**src/rtl/seq_detector_prog.sv**
```systemverilog
// Runtime-programmable serial pattern detector: 1..MAX_LEN bit pattern, overlapping or
// non-overlapping, with Mealy and registered match outputs plus a saturating match counter.
module seq_detector_prog #(
  parameter int                 MAX_LEN = 8,
  parameter int                 LEN_W   = $clog2(MAX_LEN + 1),
  parameter int                 CNT_W   = 8,
  parameter logic [MAX_LEN-1:0] DEF_PAT = MAX_LEN'('b0110),
  parameter int                 DEF_LEN = 4
) (
  input  logic               clk,
  input  logic               reset,
  input  logic               x,
  input  logic               valid,
  input  logic               overlap,
  input  logic               pat_load,
  input  logic [MAX_LEN-1:0] pat_in,
  input  logic [LEN_W-1:0]   len_in,
  input  logic               cnt_clr,
  output logic               z,
  output logic               z_q,
  output logic [CNT_W-1:0]   match_cnt
);

  logic [MAX_LEN-1:0] pat;
  logic [MAX_LEN-1:0] hist;
  logic [MAX_LEN-1:0] cand;
  logic [MAX_LEN-1:0] mask;
  logic [LEN_W-1:0]   len;
  logic [LEN_W-1:0]   fill;
  logic               load_ok;
  logic               accept;
  logic               fill_ok;

  function automatic logic [LEN_W-1:0] fill_sat(input logic [LEN_W-1:0] f);
    return (f == LEN_W'(MAX_LEN)) ? f : f + LEN_W'(1);
  endfunction

  function automatic logic [CNT_W-1:0] cnt_next(input logic clr, input logic hit,
                                                input logic [CNT_W-1:0] cur);
    if (clr)
      return hit ? CNT_W'(1) : '0;
    if (hit && cur != {CNT_W{1'b1}})
      return cur + CNT_W'(1);
    return cur;
  endfunction

  // An out-of-range length turns the load into a no-op so the bit is still consumed.
  assign load_ok = pat_load && (len_in != '0) && (len_in <= LEN_W'(MAX_LEN));
  assign accept  = valid && !load_ok && !reset;
  assign cand    = (hist << 1) | MAX_LEN'(x);
  assign mask    = ~({MAX_LEN{1'b1}} << len);
  // Requiring len fresh bits keeps reset/cleared history from forming a match.
  assign fill_ok = ({1'b0, fill} + (LEN_W + 1)'(1)) >= {1'b0, len};
  assign z       = accept && fill_ok && ((cand & mask) == (pat & mask));

  always_ff @(posedge clk) begin
    if (reset) begin
      pat       <= DEF_PAT;
      len       <= LEN_W'(DEF_LEN);
      hist      <= '0;
      fill      <= '0;
      z_q       <= 1'b0;
      match_cnt <= '0;
    end else begin
      z_q       <= z;
      match_cnt <= cnt_next(cnt_clr, z, match_cnt);
      if (load_ok) begin
        pat  <= pat_in;
        len  <= len_in;
        hist <= '0;
        fill <= '0;
      end else if (valid) begin
        hist <= cand;
        fill <= (z && !overlap) ? '0 : fill_sat(fill);
      end
    end
  end

endmodule

```
**config.mk**
```make
export PLATFORM = sky130hd
export DESIGN_NAME = seq_detector_prog
export DESIGN_NICKNAME = d
export VERILOG_FILES = /design/src/rtl/seq_detector_prog.sv
export SDC_FILE = /design/constraint.sdc
export NUM_CORES = 1
export LEC_CHECK = 0
export CORE_MARGIN = 10
export CORE_UTILIZATION = 27
export CTS_CLUSTER_SIZE = 28
export DETAILED_ROUTE_END_ITERATION = 7
export HOLD_SLACK_MARGIN = 0.08
export SLEW_MARGIN = 5
export SYNTH_ARGS = -nofsm -noshare
export SYNTH_HDL_FRONTEND = slang
export SYNTH_SLANG_ARGS = --single-unit
```
**constraint.sdc**
```tcl
create_clock -name clk -period 3.8 [get_ports clk]
set_input_delay 0.38 -clock clk [delete_from_list [all_inputs] [get_ports clk]]
set_output_delay 0.38 -clock clk [all_outputs]
set_load 0.05 [all_outputs]
```
Word-level counts from Yosys, hierarchy flattened

Cells that the tools add are included.

Flip-flop bits (word level): 32
Latch bits: 0
Memory bits (writable): 0
ROM bits: 0
Bits of input ports: 19
Output and inout bits: 10
Word-level logic and storage cells: 47
Memories: 0

$add $sub $neg: 3
$mul: 0
Divide/modulo/power cells: 0
$lt $le $gt $ge: 2
Equal/unequal tests: 4
Shifts and indexed selects: 1
Multiplexer cells: 12
Bitwise operators: 4
Reduce and logical (&&, ||, !) cells: 15

Operators with widths:

| kind                                                  | count |
|---|---|
| two-way mux 8 bit                                     | 4 |
| bitwise AND 8 bit                                     | 2 |
| adder 8 x 1 -> 8 bit, second input constant           | 1 |
| == test 8 bit                                         | 1 |
| logical AND 1 bit                                     | 8 |
| two-way mux 4 bit                                     | 2 |
| inequality test 8 bit, second input constant          | 1 |
| NOT 8 bit                                             | 1 |
| OR 8 x 1 -> 8 bit                                     | 1 |
| left shift 8 x 4 -> 8 bit, first input constant       | 1 |
| two-way mux 1 bit                                     | 6 |
| adder 4 x 1 -> 5 bit, second input constant           | 1 |
| >= comparator 5 x 4 -> 1 bit                          | 1 |
| adder 4 x 1 -> 4 bit, second input constant           | 1 |
| == test 4 bit, second input constant                  | 1 |
| less-or-equal comparator 4 bit, second input constant | 1 |
| nonzero test 4 bit                                    | 1 |
| zero test 1 bit                                       | 3 |
| inequality test 2 bit, second input constant          | 1 |
| AND reduction 2 bit                                   | 1 |
| nonzero test 2 bit                                    | 1 |
| OR reduction 2 bit                                    | 1 |

Longest topological paths before layout

Gate-level depths: netlist (run 1).

Depth after elaboration: 14
Mapped depth: 10
Mapped depth without buffers: 9

Worst setup path after synthesis (run 1)

Ideal clock, no wire load.

Path type: input to output
Start: in len_in[0]
End: out z
Arrival time: 2.037 ns
Required time: 3.420 ns
Slack: 1.383 ns
Stages: 6
Path buffers: 1
Cells stage by stage: or4_1 > a31o_2 > a211oi_2 > nand4_1 > buf_2 > inv_1

Longest elaborated chain between the ends: 8
Elaborated cells on any way between the ends: 9
Classes of those cells: order compare (1); reduce/logical (8)

Ends and longest elaborated chain:

| element                                                                | line | source |
|---|---|---|
| start: declaration                                                     | 17   | `input logic [LEN_W-1:0] len_in,` |
| branches (longest 2 deep; another with less-or-equal comparator 4 bit) | -    |  |
| logical AND 1 bit (*)                                                  | 48   | `assign load_ok = pat_load && (len_in != '0) && (len_in <= LEN_W'(MAX_LEN));` |
| zero test 1 bit (*)                                                    | 49   | `assign accept = valid && !load_ok && !reset;` |
| logical AND 1 bit (*) (2 in series)                                    | 49   |  |
| logical AND 1 bit (*) (2 in series)                                    | 54   | `assign z = accept && fill_ok && ((cand & mask) == (pat & mask));` |
| end: declaration                                                       | 19   | `output logic z,` |

Every way passes the cells marked *.

Worst setup path in the final report (run 1)

Start: in len_in[1]
End: out z

Same word-level chain as after synthesis.

==> results of run 1 <==
[layer usage]
metal	track usage [%]	vias to the layer above	routed length (um)
li1	-	769	-
met5	0	-	0
met1	8.93	691	1750
met2	13.1	32	1800
met4	3.64	0	59
met3	3.39	7	231
[how the worst max path moves through the flow]
| stage | depth (start not counted) | endpoint |
|---|---|---|
| 6_report | 8 | z |
| 5_1_grt | 8 | z |
| 4_1_cts | 8 | z |
| 3_5_place_dp | 8 | match_cnt[7]$_SDFFE_PP0P_ |
| 3_3_place_gp | 8 | match_cnt[4]$_SDFFE_PP0P_ |
| 2_1_floorplan | 6 | z |
[critical path, stage by stage]
cell	delay, ns
clkdlybuf4s50_1	0.46
or4_1	0.54
a31o_2	0.37
a211oi_2	0.23
nand4_1	0.11
buf_4	0.21
inv_1	0.14
buf_12	0.15
[placed cells by master, fill, tap and decap left out, types with 2 or more instances in the layout]
cell type / count
buf_4: 3
inv_1: 10
o2111ai_1: 2
mux2i_1: 15
and3_1: 3
or4_1: 4
o41ai_1: 4
nand2_1: 9
or3_1: 3
dfxtp_1: 32
a21oi_1: 9
or2_2: 2
o31ai_1: 3
o21ai_0: 12
nor3_1: 4
xor2_1: 2
xnor2_1: 8
nor2b_1: 4
clkdlybuf4s50_1: 27
nand3_1: 9
nor2_1: 26
a211o_1: 3
a211oi_1: 2
clkbuf_8: 5
nand2b_1: 2
o311ai_0: 2
ha_1: 7
[area by class of cell]
cell class              count  area, um2  area share [%]
multi-input cells         147        973            44.9
flip-flops and latches     32        641            29.6
repair buffers             31        313            14.4
well taps                  75       93.8            4.33
clock buffers               6       72.6            3.35
inverters                  10       37.5            1.73
clock inverters             2       35.0            1.62
[per-stage QoR]
step | std cells | utilization, % | total power, mW
6_report | 303 | 35.9 | 0.758
2_1_floorplan | 199 | - | 0.412
4_1_cts | 303 | 35.9 | 0.775
5_1_grt | 303 | 35.9 | 0.803
3_3_place_gp | 295 | 34.2 | 0.448
3_5_place_dp | 295 | 34.2 | 0.449
[flip-flops by register name (all words and copies together) (netlist names)]
name and cells:
fill 4, len 4, match_cnt 8, z_q 1
hist 7, pat 8
[where the power goes]
group	total, mW	switching (mW)	leakage [nW]	internal [mW]
registers	0.355	0.0101	0.260	0.345
logic	0.0845	0.0396	0.497	0.0449
clock network	0.318	0.124	0.0552	0.194
[logic make-up after synthesis]
logic type	count (synthesis)	share of synthesized area, %
xor+xnor	10	5.16
buf+inv	20	4.94
simple gates	72	21.1
mux	15	8.84
fa+ha+maj	7	5.16
flops	32	37.7
compound gates	43	17.0
==> key figures, run 1 <==
Status
  • Run status: finished clean

Setup path
  • CP arrival: 2.62 ns
  • Worst path required time: 3.42 ns
  • Reg2Reg Setup Slack: 1.38 ns
  • Setup Crit Path Kind: in2out
  • Worst R2R Path Depth: 9
  • FF-to-FF End: match_cnt[7]$_SDFFE_PP0P_
  • Critical path endpoint category: output pin
  • CP Launch Type: input port
  • Worst Path Max Fanout: 22
  • Crit path launch: len_in[1]
  • R2R Path Start: fill[0]$_SDFFE_PP0P_

Routing
  • Routed WL: 3.84 mm
  • Vias/cell: 4.95
  • Via Count: ~1500
  • Initial DRT Pass Iterations: 4
  • Post-DR wirelength/cell: roughly 13 um
  • DRT antenna net count: 0
  • # DRC: 0
  • Initial DRC Count: 77

Global route
  • Vias in the first global route: around 1500
  • Initial antenna violation count: 0
  • Global-route wire length before repair: around 6.6 mm
  • GRT overflow: 0
  • Pin count of the biggest net entering global routing: 23
  • Gr usage total: around 8.0%

Clock tree
  • TritonCTS clock tree: done
  • CTS Sinks: 32
  • Postcts setup bufs: 0
  • Htree depth: 2
  • Post-CTS Resized: 0
  • Clk buf depth: 2
  • Clock root buffer: clkbuf_8
  • Num CTS Buffers: 5
  • Worst-Skew Late Latency: roughly 0.28 ns
  • Clock slew at reported path FFs: ~0.060 ns
  • Post-CTS Hold Fix Bufs: 0

Place
  • DP HPWL: slightly below 3 mm
  • Post-DP Area: between 2000 and 2500 um2
  • Worst slack, placed: between 0.7 and 0.8 ns
  • Port Buffers: 28
  • Placer congestion estimate: about 0.8

Timing
  • Pin slew with the least headroom to its limit: 0.730 ns
  • Final setup vio count: 0
  • Max-slew violation count: 0
  • Final setup skew: approximately 0.0033 ns
  • Slew HR: between 50% and 60%
  • Fmax: approximately 0.33 GHz
  • Setup WS post-layout: between 0.8 and 0.9 ns
  • Final Hold Viols: 0
  • Setup_tns: 0 ns
  • Shortest period the worst path allows: approximately 3 ns
  • WHS: 0.517 ns
  • Tcrit/Tclk final: 78.8%
  • RSZ-0062 raised after global routing: no

Worst hold path
  • Cells on Worst Hold Path: 2
  • Hold Path End: match_cnt[4]$_SDFFE_PP0P_
  • Min-delay src: match_cnt[4]$_SDFFE_PP0P_
  • Hold Crit Class: reg2reg

Yosys
  • Mapped Area: ~1700 um2
  • Post-synthesis register bit count: 32
  • Post-synth net total: ~230
  • Top post-synthesis cells by count: 32 x dfxtp_1, 26 x nor2_1, 15 x mux2i_1
  • Mean Syn Cell Area: roughly 8.5 um2
  • Gate Count Post-Synth: ~200
  • Synth area leaders: dfxtp_1 38%, mux2i_1 8.8%, nor2_1 5.7%
  • Cell taking the most area after synthesis: dfxtp_1
  • Synth cell types: 40
  • Syn. warnings: 0
  • Yosys top cell area share: 37.7%
  • Seq/Total Area, Yosys: 37.7%
  • Fraction of registers with async set/reset: 0%
  • Ys flop type: dfxtp_1
  • Number of synthesized flops with an enable pin: 0
  • Most common cell in the synthesized netlist: dfxtp_1

Final layout
  • P&R area growth vs syn: 27.6%
  • Final Cell Area: roughly 2200 um2
  • Fill cells: approximately 640
  • Final Net Count: approximately 250
  • N_diodes: 0
  • Layout cells sized above 1: 6.58%

Power
  • Worst VDD drop: slightly below 200 uV
  • Power per cell area: 350 nW/um2
  • Leakage: 0.812 nW

Run
  • Max_cap viols: 0

Floorplan
  • Die height: ~100 um
  • Initial core utilization: between 20% and 30%
  • Die W: approximately 100 um
  • CORE AREA: ~6000 um2
  • I/O pins: 29
  • Die area: between 9000 and 10000 um2
  • # rows: 28
Power figures use the tool's default switching activity.
==> inputs of run 2 (changes only) <==
- clock period: 3.8 -> 2.65 ns (I/O delays scaled with it)
==> run 2 against run 1 <==
Effect of this change: final area up 1.9%; routed wire length down 0.23%; clock-buffer cell count unchanged; global-route usage about the same; die area unchanged; core utilization up 0.69 points; non-clock buffer count up 7.
==> key figures, run 2 (same netlist as run 1, synthesis figures left out) <==
Worst hold path
  • Cells on Worst Hold Path: 2 (unchanged)
  • Hold Crit Class: reg2reg (unchanged)
  • Hold Path End: match_cnt[4]$_SDFFE_PP0P_ (unchanged)
  • Min-delay src: match_cnt[4]$_SDFFE_PP0P_ (unchanged)

Setup path
  • Critical path endpoint category: output pin (unchanged)
  • CP arrival: 2.29 ns (was 2.62 ns)
  • R2R Path Start: fill[0]$_SDFFE_PP0P_ (unchanged)
  • FF-to-FF End: match_cnt[3]$_SDFFE_PP0P_ (was match_cnt[7]$_SDFFE_PP0P_)
  • Reg2Reg Setup Slack: 0.30 ns (was 1.38 ns)
  • Worst path required time: 2.38 ns (was 3.42 ns)
  • Setup Crit Path Kind: in2out (unchanged)
  • CP Launch Type: input port (unchanged)
  • Worst R2R Path Depth: 9 (unchanged)
  • Worst Path Max Fanout: 12 (was 22)

Global route
  • GRT overflow: 0 (unchanged)
  • Initial antenna violation count: 0 (unchanged)
  • Gr usage total: 8.09% (was 8.04%)
  • Pin count of the biggest net entering global routing: 18 (was 23)
  • Vias in the first global route: 1533 (was 1485)
  • Global-route wire length before repair: 6.76 mm (was 6.64 mm)

Place
  • DP HPWL: 2.95 mm (was 2.90 mm)
  • Placer congestion estimate: 0.799 (was 0.803)
  • Port Buffers: 28 (unchanged)
  • Cell total after placement: 302 (was 295)

Timing
  • Tcrit/Tclk final: between 90% and 100%
  • RSZ-0062 raised after global routing: no (unchanged)
  • Max-slew violation count: 0 (unchanged)
  • Final setup vio count: 0 (unchanged)
  • Final Hold Viols: 0 (unchanged)
  • Slew HR: 51.6% (was 51.4%)
  • Fmax: a little under 0.4 GHz
  • Final setup skew: 0.00283 ns (was 0.00326 ns)
  • Shortest period the worst path allows: roughly 2.6 ns
  • Pin slew with the least headroom to its limit: 0.725 ns (was 0.730 ns)

Routing
  • Initial DRT Pass Iterations: 5 (was 4)
  • # DRC: 0 (unchanged)
  • Vias/cell: 4.83 (was 4.95)
  • Via Count: 1498 (was 1499)
  • Post-DR wirelength/cell: 12.4 um (was 12.7 um)
  • Routed WL: 3.84 mm (about the same)
  • Initial DRC Count: 60 (was 77)
  • DRT antenna net count: 0 (unchanged)

Power
  • Power per cell area: 463 nW/um2 (was 350 nW/um2)
  • Leakage: 0.837 nW (was 0.812 nW)
  • Worst VDD drop: 300 uV (was 195 uV)
  • Overall Power: 1.02 mW (was 0.758 mW)

Floorplan
  • CORE AREA: 6030 um2 (unchanged)
  • Die area: 9860 um2 (unchanged)
  • Die height: 99.3 um (unchanged)
  • I/O pins: 29 (unchanged)
  • Die W: 99.3 um (unchanged)
  • Initial core utilization: 28.2% (unchanged)
  • # rows: 28 (unchanged)

Final layout
  • P&R area growth vs syn: 30.0% (was 27.6%)
  • Biggest regs: match_cnt (8), pat (8), hist (7) (unchanged)
  • N_diodes: 0 (unchanged)
  • Finished Layout Cells: 310 (was 303)
  • Layout cells sized above 1: 10.6% (was 6.58%)
  • Final Net Count: 260 (was 253)
  • Most common cell after layout, fill and taps aside: dfxtp_1 (unchanged)
  • Most frequent cells in the layout: 31 x dfxtp_1, 27 x clkdlybuf4s50_1, 26 x nor2_1, 15 x mux2i_1, 12 x o21ai_0 (was 32 x dfxtp_1, 27 x clkdlybuf4s50_1, 26 x nor2_1, 15 x mux2i_1, 12 x o21ai_0)

Clock tree
  • Clock root buffer: clkbuf_8 (unchanged)
  • Worst-Skew Late Latency: 0.28 ns (about the same)
  • Num CTS Buffers: 5 (unchanged)
  • CTS Sinks: 32 (unchanged)
  • TritonCTS clock tree: done (unchanged)
  • Htree depth: 2 (unchanged)
  • Post-CTS Hold Fix Bufs: 0 (unchanged)
  • Clock slew at reported path FFs: 0.06 ns (about the same)
  • Clk buf depth: 2 (unchanged)

Status
  • Run status: finished clean (unchanged)

Run
  • Max_cap viols: 0 (unchanged)
-- run 2: changes by cell type in the layout (fill, tap and decap cells not counted) --
cell / delta
buf_4: +7
bufinv_16: -1
clkbuf_1: -1
clkbuf_8: +1
clkinv_2: +1
dfxtp_1: -1
dfxtp_2: +1
ha_1: -1
ha_2: +1
-- run 2: worst max-delay path by stage --
stage | from | end | slack, ns
6_report | len_in[0] | z | 0.09
5_1_grt | len_in[0] | z | 0.02
4_1_cts | len_in[0] | z | 0.08
3_5_place_dp | len_in[0] | match_cnt[3]$_SDFFE_PP0P_ | -0.1
3_3_place_gp | len_in[0] | match_cnt[3]$_SDFFE_PP0P_ | -0.005
2_1_floorplan | len_in[0] | match_cnt[0]$_SDFFE_PP0P_ | 0.38
-- run 2: through the flow --
| stage | hold slack, ns | util [%] | TNS, ns | setup WS, ns | instance area, um2 |
|---|---|---|---|---|---|
| 3_5_place_dp | 0.502 | 35.0 | -0.261 | -0.0972 | 2110 |
| 2_1_floorplan | 0.383 | - | 0 | 0.377 | 1700 |
| 5_1_grt | 0.551 | 36.6 | 0 | 0.0187 | 2210 |
| 3_3_place_gp | 0.501 | 35.0 | -0.0119 | -0.00499 | 2110 |
| 6_report | 0.509 | 36.6 | 0 | 0.0916 | 2210 |
| 4_1_cts | 0.511 | 36.6 | 0 | 0.0811 | 2200 |
-- run 2: cell type report --
class	count	area, um2
Timing Repair Buffer	38	365
Fill cell	635	3820
Inverter	10	37.5
Sequential cell	32	642
Tap cell	75	93.8
Clock buffer	6	82.6
Clock inverter	2	10.0
Multi-Input combinational cell	147	976
-- run 2: power by group --
group          total [mW]  internal, mW  switching [mW]
Clock               0.384         0.207           0.177
Combinational       0.128        0.0692          0.0588
Sequential          0.510         0.495          0.0143
-- run 2: worst max-delay path, cell delays in order --
cell	delay (ns)
clkdlybuf4s50_1	0.42
or4_1	0.54
a31o_2	0.27
a211oi_2	0.18
nand4_1	0.12
buf_4	0.19
inv_1	0.14
buf_12	0.16
-- run 2: metal layers --
metal  global-route usage [%]  vias up  wire length [um]
met4                     2.98        0                48
met5                        0        -                 0
met2                     13.7       34              1800
li1                         -      783                 -
met1                     9.10      673              1760
met3                     2.84        8               221
-- run 2: what timing repair did --
item,CTS,global route
setup endpoints to repair,0,1
resized for setup,0,2
buffers inserted,0,0
==> inputs of run 3 (changes only) <==
- CORE_MARGIN: 10 -> 8
- GPL_TIMING_DRIVEN: unset -> 0
==> run 3 against run 2 <==
Effect of this change: combinational power shrank 3%; worst hold slack worse by 0.22 ns; clock skew is 0.0052 ns higher; largest power group unchanged.
==> key figures, run 3 (same netlist as run 1, synthesis figures left out) <==
Worst hold path
  • Hold Crit Class: in2reg (was reg2reg)
  • Cells on Worst Hold Path: 3 (was 2)

Setup path
  • CP delay by family, top: simple AND/OR/NAND/NOR gates (was buffers and inverters)
  • Worst path required time: 2.87 ns (was 2.38 ns)
  • Most frequent CP cell: buf_4
  • Slowest cell on the critical path: or4_4 (was or4_1)
  • Worst R2R Path Depth: 10 (was 9)
  • Setup Crit Path Kind: in2reg (was in2out)
  • Worst Path Max Fanout: 6 (was 12)
  • Crit-path cells: dlygate4sd2_1, or4_4, a31o_4, a211oi_2, nand4_1, buf_4, buf_4, or4_1, a21oi_2 (was clkdlybuf4s50_1, or4_1, a31o_2, a211oi_2, nand4_1, buf_4, inv_1, buf_12)
  • Critical path endpoint category: flip-flop (was output pin)
  • WP depth: 9 (was 8)
  • CP max stage delay: 0.54 ns (about the same)
  • CP arrival: 2.72 ns (was 2.29 ns)
  • Buf+Inv Stages, Crit Path: 3 (was 4)
  • CP Launch Type: input port (unchanged)

Clock tree
  • TritonCTS clock tree: done (unchanged)
  • Htree depth: 2 (unchanged)
  • Clk buf depth: 2 (unchanged)
  • Clock root buffer: clkbuf_8 (unchanged)
  • Clock slew at reported path FFs: 0.06 ns (about the same)
  • Worst-Skew Late Latency: 0.28 ns (about the same)
  • CTS Sinks: 32 (unchanged)
  • Num CTS Buffers: 5 (unchanged)

Floorplan
  • I/O pins: 29 (unchanged)
  • # rows: 29 (was 28)
  • Die height: 95.3 um (was 99.3 um)
  • Initial core utilization: 27.4% (was 28.2%)
  • CORE AREA: 6200 um2 (was 6030 um2)
  • Die area: 9080 um2 (was 9860 um2)
  • Die W: 95.3 um (was 99.3 um)

Final layout
  • Biggest regs: match_cnt (8), pat (8), hist (7) (unchanged)
  • Most frequent cells in the layout: 29 x dfxtp_1, 26 x nor2_1, 22 x clkdlybuf4s50_1, 15 x mux2i_1, 11 x o21ai_0 (was 31 x dfxtp_1, 27 x clkdlybuf4s50_1, 26 x nor2_1, 15 x mux2i_1, 12 x o21ai_0)
  • Layout cells sized above 1: 9.32% (was 10.6%)
  • P&R area growth vs syn: 31.0% (was 30.0%)
  • Final Cell Area: 2220 um2 (was 2210 um2)
  • Post-layout util: 35.8% (was 36.6%)
  • Final Net Count: 261 (was 260)
  • N_diodes: 0 (unchanged)
  • Most common cell after layout, fill and taps aside: dfxtp_1 (unchanged)
  • Fill cells: 645 (was 635)

Status
  • Run status: finished clean (unchanged)

Routing
  • Routed WL: 4.14 mm (was 3.84 mm)
  • DRT antenna net count: 0 (unchanged)
  • Vias/cell: 4.96 (was 4.83)
  • Initial DRT Pass Iterations: 4 (was 5)
  • Via Count: 1552 (was 1498)
  • Initial DRC Count: 57 (was 60)
  • # DRC: 0 (unchanged)
  • Post-DR wirelength/cell: 13.2 um (was 12.4 um)

Timing
  • Final setup vio count: 0 (unchanged)
  • Final Hold Viols: 0 (unchanged)
  • RSZ-0062 raised after global routing: no (unchanged)
  • WHS: 0.292 ns (was 0.509 ns)
  • Fmax: 0.400 GHz (was 0.391 GHz)
  • Pin slew with the least headroom to its limit: 0.626 ns (was 0.725 ns)
  • Setup_tns: 0 ns (unchanged)
  • Shortest period the worst path allows: 2.50 ns (was 2.56 ns)
  • Tcrit/Tclk final: 94.4% (was 96.5%)
  • Max-slew violation count: 0 (unchanged)
  • Final setup skew: 0.00801 ns (was 0.00283 ns)
  • Slew HR: 58.3% (was 51.6%)

Place
  • Placer congestion estimate: 0.815 (was 0.799)
  • Port Buffers: 27 (was 28)
  • Post-DP Area: 2060 um2 (was 2110 um2)
  • DP HPWL: 3.08 mm (was 2.95 mm)

Global route
  • Global-route wire length before repair: 6.85 mm (was 6.76 mm)
  • Gr usage total: 9.54% (was 8.09%)
  • Vias in the first global route: 1535 (was 1533)
  • Pin count of the biggest net entering global routing: 11 (was 18)
  • GRT overflow: 0 (unchanged)
  • Initial antenna violation count: 0 (unchanged)

Run
  • Max_cap viols: 0 (unchanged)

Power
  • Worst VDD drop: 254 uV (was 300 uV)
  • Power per cell area: 491 nW/um2 (was 463 nW/um2)
  • Leakage: 0.853 nW (was 0.837 nW)
run 3: cell types whose count changed in the layout (fill, tap and decap cells not counted), sizes merged:
cell	delta
clkbuf	+6
clkinv	-1
clkdlybuf4s50	-5
dlymetal6s2s	+2
buf	-4
bufinv	+1
dlygate4sd2	+2
run 3: metrics by stage:
step | setup slack, ns | power, mW | std cells
after CTS | 0.00659 | 1.11 | 314
after global routing | 0.00554 | 1.14 | 313
after global placement | -0.843 | 0.642 | 303
after detailed placement | -0.834 | 0.643 | 303
final | 0.148 | 1.09 | 313
after floorplan | 0.377 | 0.591 | 199
run 3: cell type report:
class | instances | area, um2 | area share, %
multi-input combinational | 147 | 990 | 44.5
buffer | 9 | 48.8 | 2.19
tap | 77 | 96.3 | 4.33
timing repair buffer | 30 | 297 | 13.3
sequential | 32 | 647 | 29.1
clock inverter | 2 | 35.0 | 1.58
inverter | 10 | 37.5 | 1.69
clock buffer | 6 | 72.6 | 3.26
run 3: final timing paths:
kind,slack (ns),end,startpoint
max reg2reg,0.17,match_cnt[3]$_SDFFE_PP0P_,fill[0]$_SDFFE_PP0P_
min reg2reg,0.51,pat[0]$_SDFFE_PP0P_,pat[0]$_SDFFE_PP0P_
min,0.29,len[3]$_SDFFE_PP0P_,len_in[3]
max,0.15,match_cnt[3]$_SDFFE_PP0P_,len_in[0]
run 3: per-layer routing:
metal	track usage (%)	wire length (um)	up-vias
li1	-	-	786
met1	11.0	1850	713
met2	15.1	1930	42
met3	3.78	265	11
met4	4.68	92	0
met5	0	0	-
run 3: power by group:
group | switching, mW | internal, mW
clock network | 0.179 | 0.279
logic | 0.0603 | 0.0637
registers | 0.0146 | 0.495
run 3: worst register-to-register path, stage by stage (launching register included):
cell     delay, ns
dfxtp_4       0.37
ha_1          0.25
xor2_1        0.16
ha_1          0.27
o21ai_0       0.07
o21ai_1       0.14
nand4_1       0.19
buf_4         0.19
buf_4         0.13
or4_1         0.52
a21oi_2       0.14
run 3: repair_timing:
item,in CTS,in global routing
hold buffers,0,0
resized for setup,13,8
setup buffers,3,0
endpoints found under the setup margin,2,12
cloned,0,0
pin swaps,1,1
==> variant (config.mk and constraints of run 3) <==
Register the output `z_q` once more, without a reset; this adds one clock of latency there. The other outputs are not delayed to match.
--- a/src/rtl/seq_detector_prog.sv
+++ b/src/rtl/seq_detector_prog.sv
@@ -21,4 +21,6 @@
   output logic [CNT_W-1:0]   match_cnt
 );
+
+  logic z_q_s0;
 
   logic [MAX_LEN-1:0] pat;
@@ -60,8 +62,8 @@
       hist      <= '0;
       fill      <= '0;
-      z_q       <= 1'b0;
+      z_q_s0    <= 1'b0;
       match_cnt <= '0;
     end else begin
-      z_q       <= z;
+      z_q_s0    <= z;
       match_cnt <= cnt_next(cnt_clr, z, match_cnt);
       if (load_ok) begin
@@ -77,4 +79,8 @@
   end
 
+  always_ff @(posedge clk) begin
+    z_q <= z_q_s0;
+  end
+
 endmodule
 
Function: changed (a bounded check fails within 4 cycles, from zero or initial values and one cycle with reset high).
==> variant against run 3 <==
Sequential cell count up 1. Total power is 4.4% higher. Wire length shrank 3.6%. Synthesized area is 1.2% higher. Largest cell class unchanged. Synthesized cell count is 0.50% higher. Non-clock buffer count is 1 lower. Clock skew hardly changed. Cell area is 0.51% higher. Highest routed layer unchanged. Hold slack gained 3.4 ps. Global-route usage is 0.33 points lower. Worst setup slack lost 43 ps. Cell count unchanged.
==> variant: results (changes against run 3) <==
Top Metal Used met4 (unchanged); pre-CTS setup slack -820 ps (was -834 ps); vias 1548 (was 1552); crit-path max FO 6 (unchanged); top cells by area, synth dfxtp_1, mux2i_1, nor2_1, ha_1, xnor2_1 (unchanged); M3 GR Usage 2.96% (was 3.78%); fin crit share 96.1% (was 94.4%); Post-synth top cells dfxtp_1, nor2_1, mux2i_1 (unchanged); Max-Slew Margin vs Limit 58.2% (was 58.3%); yosys warns 0 (unchanged); GPL Wtd Cong 0.822 (was 0.815); first-pass GRT wire length 6740 um (was 6850 um); H-tree levels 2 (unchanged); register-to-register setup slack 260 ps (was 170 ps); Detailed Route Iter0 Violations 90 (was 57); async set or reset register ratio after synthesis 0% (unchanged); hold path cells 2 (was 3); Top delay family on crit path buffers and inverters (was simple AND/OR/NAND/NOR gates); wire length on met1 1830 um (was 1850 um); Clock Tree Buf Depth 2 (unchanged); worst setup path endpoint z (was match_cnt[3]); Synth Flop Type dfxtp_1 (unchanged); Crit path largest cell delay 450 ps (was 540 ps); clock skew 7.92 ps (was 8.01 ps); ANT cells 0 (unchanged); WL met2 1860 um (was 1930 um); Syn Nets 226 (was 225); Pleak 0.850 nW (was 0.853 nW); clk slew on worst S/H paths 70 ps; GR Util met2 15.4% (was 15.1%); Hold Path End len[2] (was len[3]); xor/xnor cell area share of the yosys netlist 5.10% (was 5.16%); crit path DAT 2280 ps (was 2720 ps); worst-case vdd ir drop 0.297 mV (was 0.254 mV); Detail Placement HPWL 3040 um (was 3080 um); status completed (unchanged); number of fill cells 660 (was 645); library cells used by synthesis 40 (unchanged); Top Registers match_cnt x8, pat x8, hist x7 (unchanged); CTS buffer count 5 (unchanged); initial antenna violation count 0 (unchanged); Worst R2R Start fill[1] (was fill[0]); post-CTS setup buffers 2 (was 3); PostCTS Resize Cnt 13 (unchanged); multiplexer share of the synthesized area 8.74% (was 8.84%); worst min-delay path startpoint len_in[2] (was len_in[3]); adder-cell share of the synthesized area 5.10% (was 5.16%); met3 wire len 231 um (was 265 um); met1 Usage GRT 10.6% (was 11.0%); reg2reg end match_cnt[7] (was match_cnt[3]); sequential share of the synthesized area 38.5% (was 37.7%); share of cells above drive strength 1 8.05% (was 9.32%); slowest stage cell, crit path clkdlybuf4s50_1 (was or4_4); Critical Path Source len_in[3] (was len_in[0]); 1st-pass router iterations 4 (unchanged); final wirelength 3990 um (was 4140 um); Synth Area in Compound Gates 16.8% (was 17.0%); dpl cell area 2080 sq um (was 2060 sq um); Global Route Usage Sum 9.22% (was 9.54%)
## variant: cell count changes in the layout (fill, tap and decap cells not counted), sizes merged
cell,before,now
clkdlybuf4s50,22,23
clkinv,1,0
clkbuf,12,13
dlymetal6s2s,2,1
dfxtp,32,33
buf,7,6
## variant: area by class of cell
type	count	area, sq um	area share, %
Multi-Input combinational cell	147	986	44.1
Sequential cell	33	663	29.7
Timing Repair Buffer	29	287	12.8
Tap cell	77	96.3	4.31
Clock buffer	7	86.3	3.86
Buffer	9	48.8	2.18
Inverter	10	37.5	1.68
Clock inverter	1	30.0	1.34
## variant: per-stage QoR
stage	instances	hold WS (ps)
2_1_floorplan	200	310
3_3_place_gp	304	312
3_5_place_dp	304	316
4_1_cts	314	333
5_1_grt	313	303
6_report	313	295
## variant: where the power goes
group | switching (mW) | internal, mW
Combinational | 0.0587 | 0.0635
Sequential | 0.0149 | 0.510
Clock | 0.185 | 0.307
Total | 0.259 | 0.880
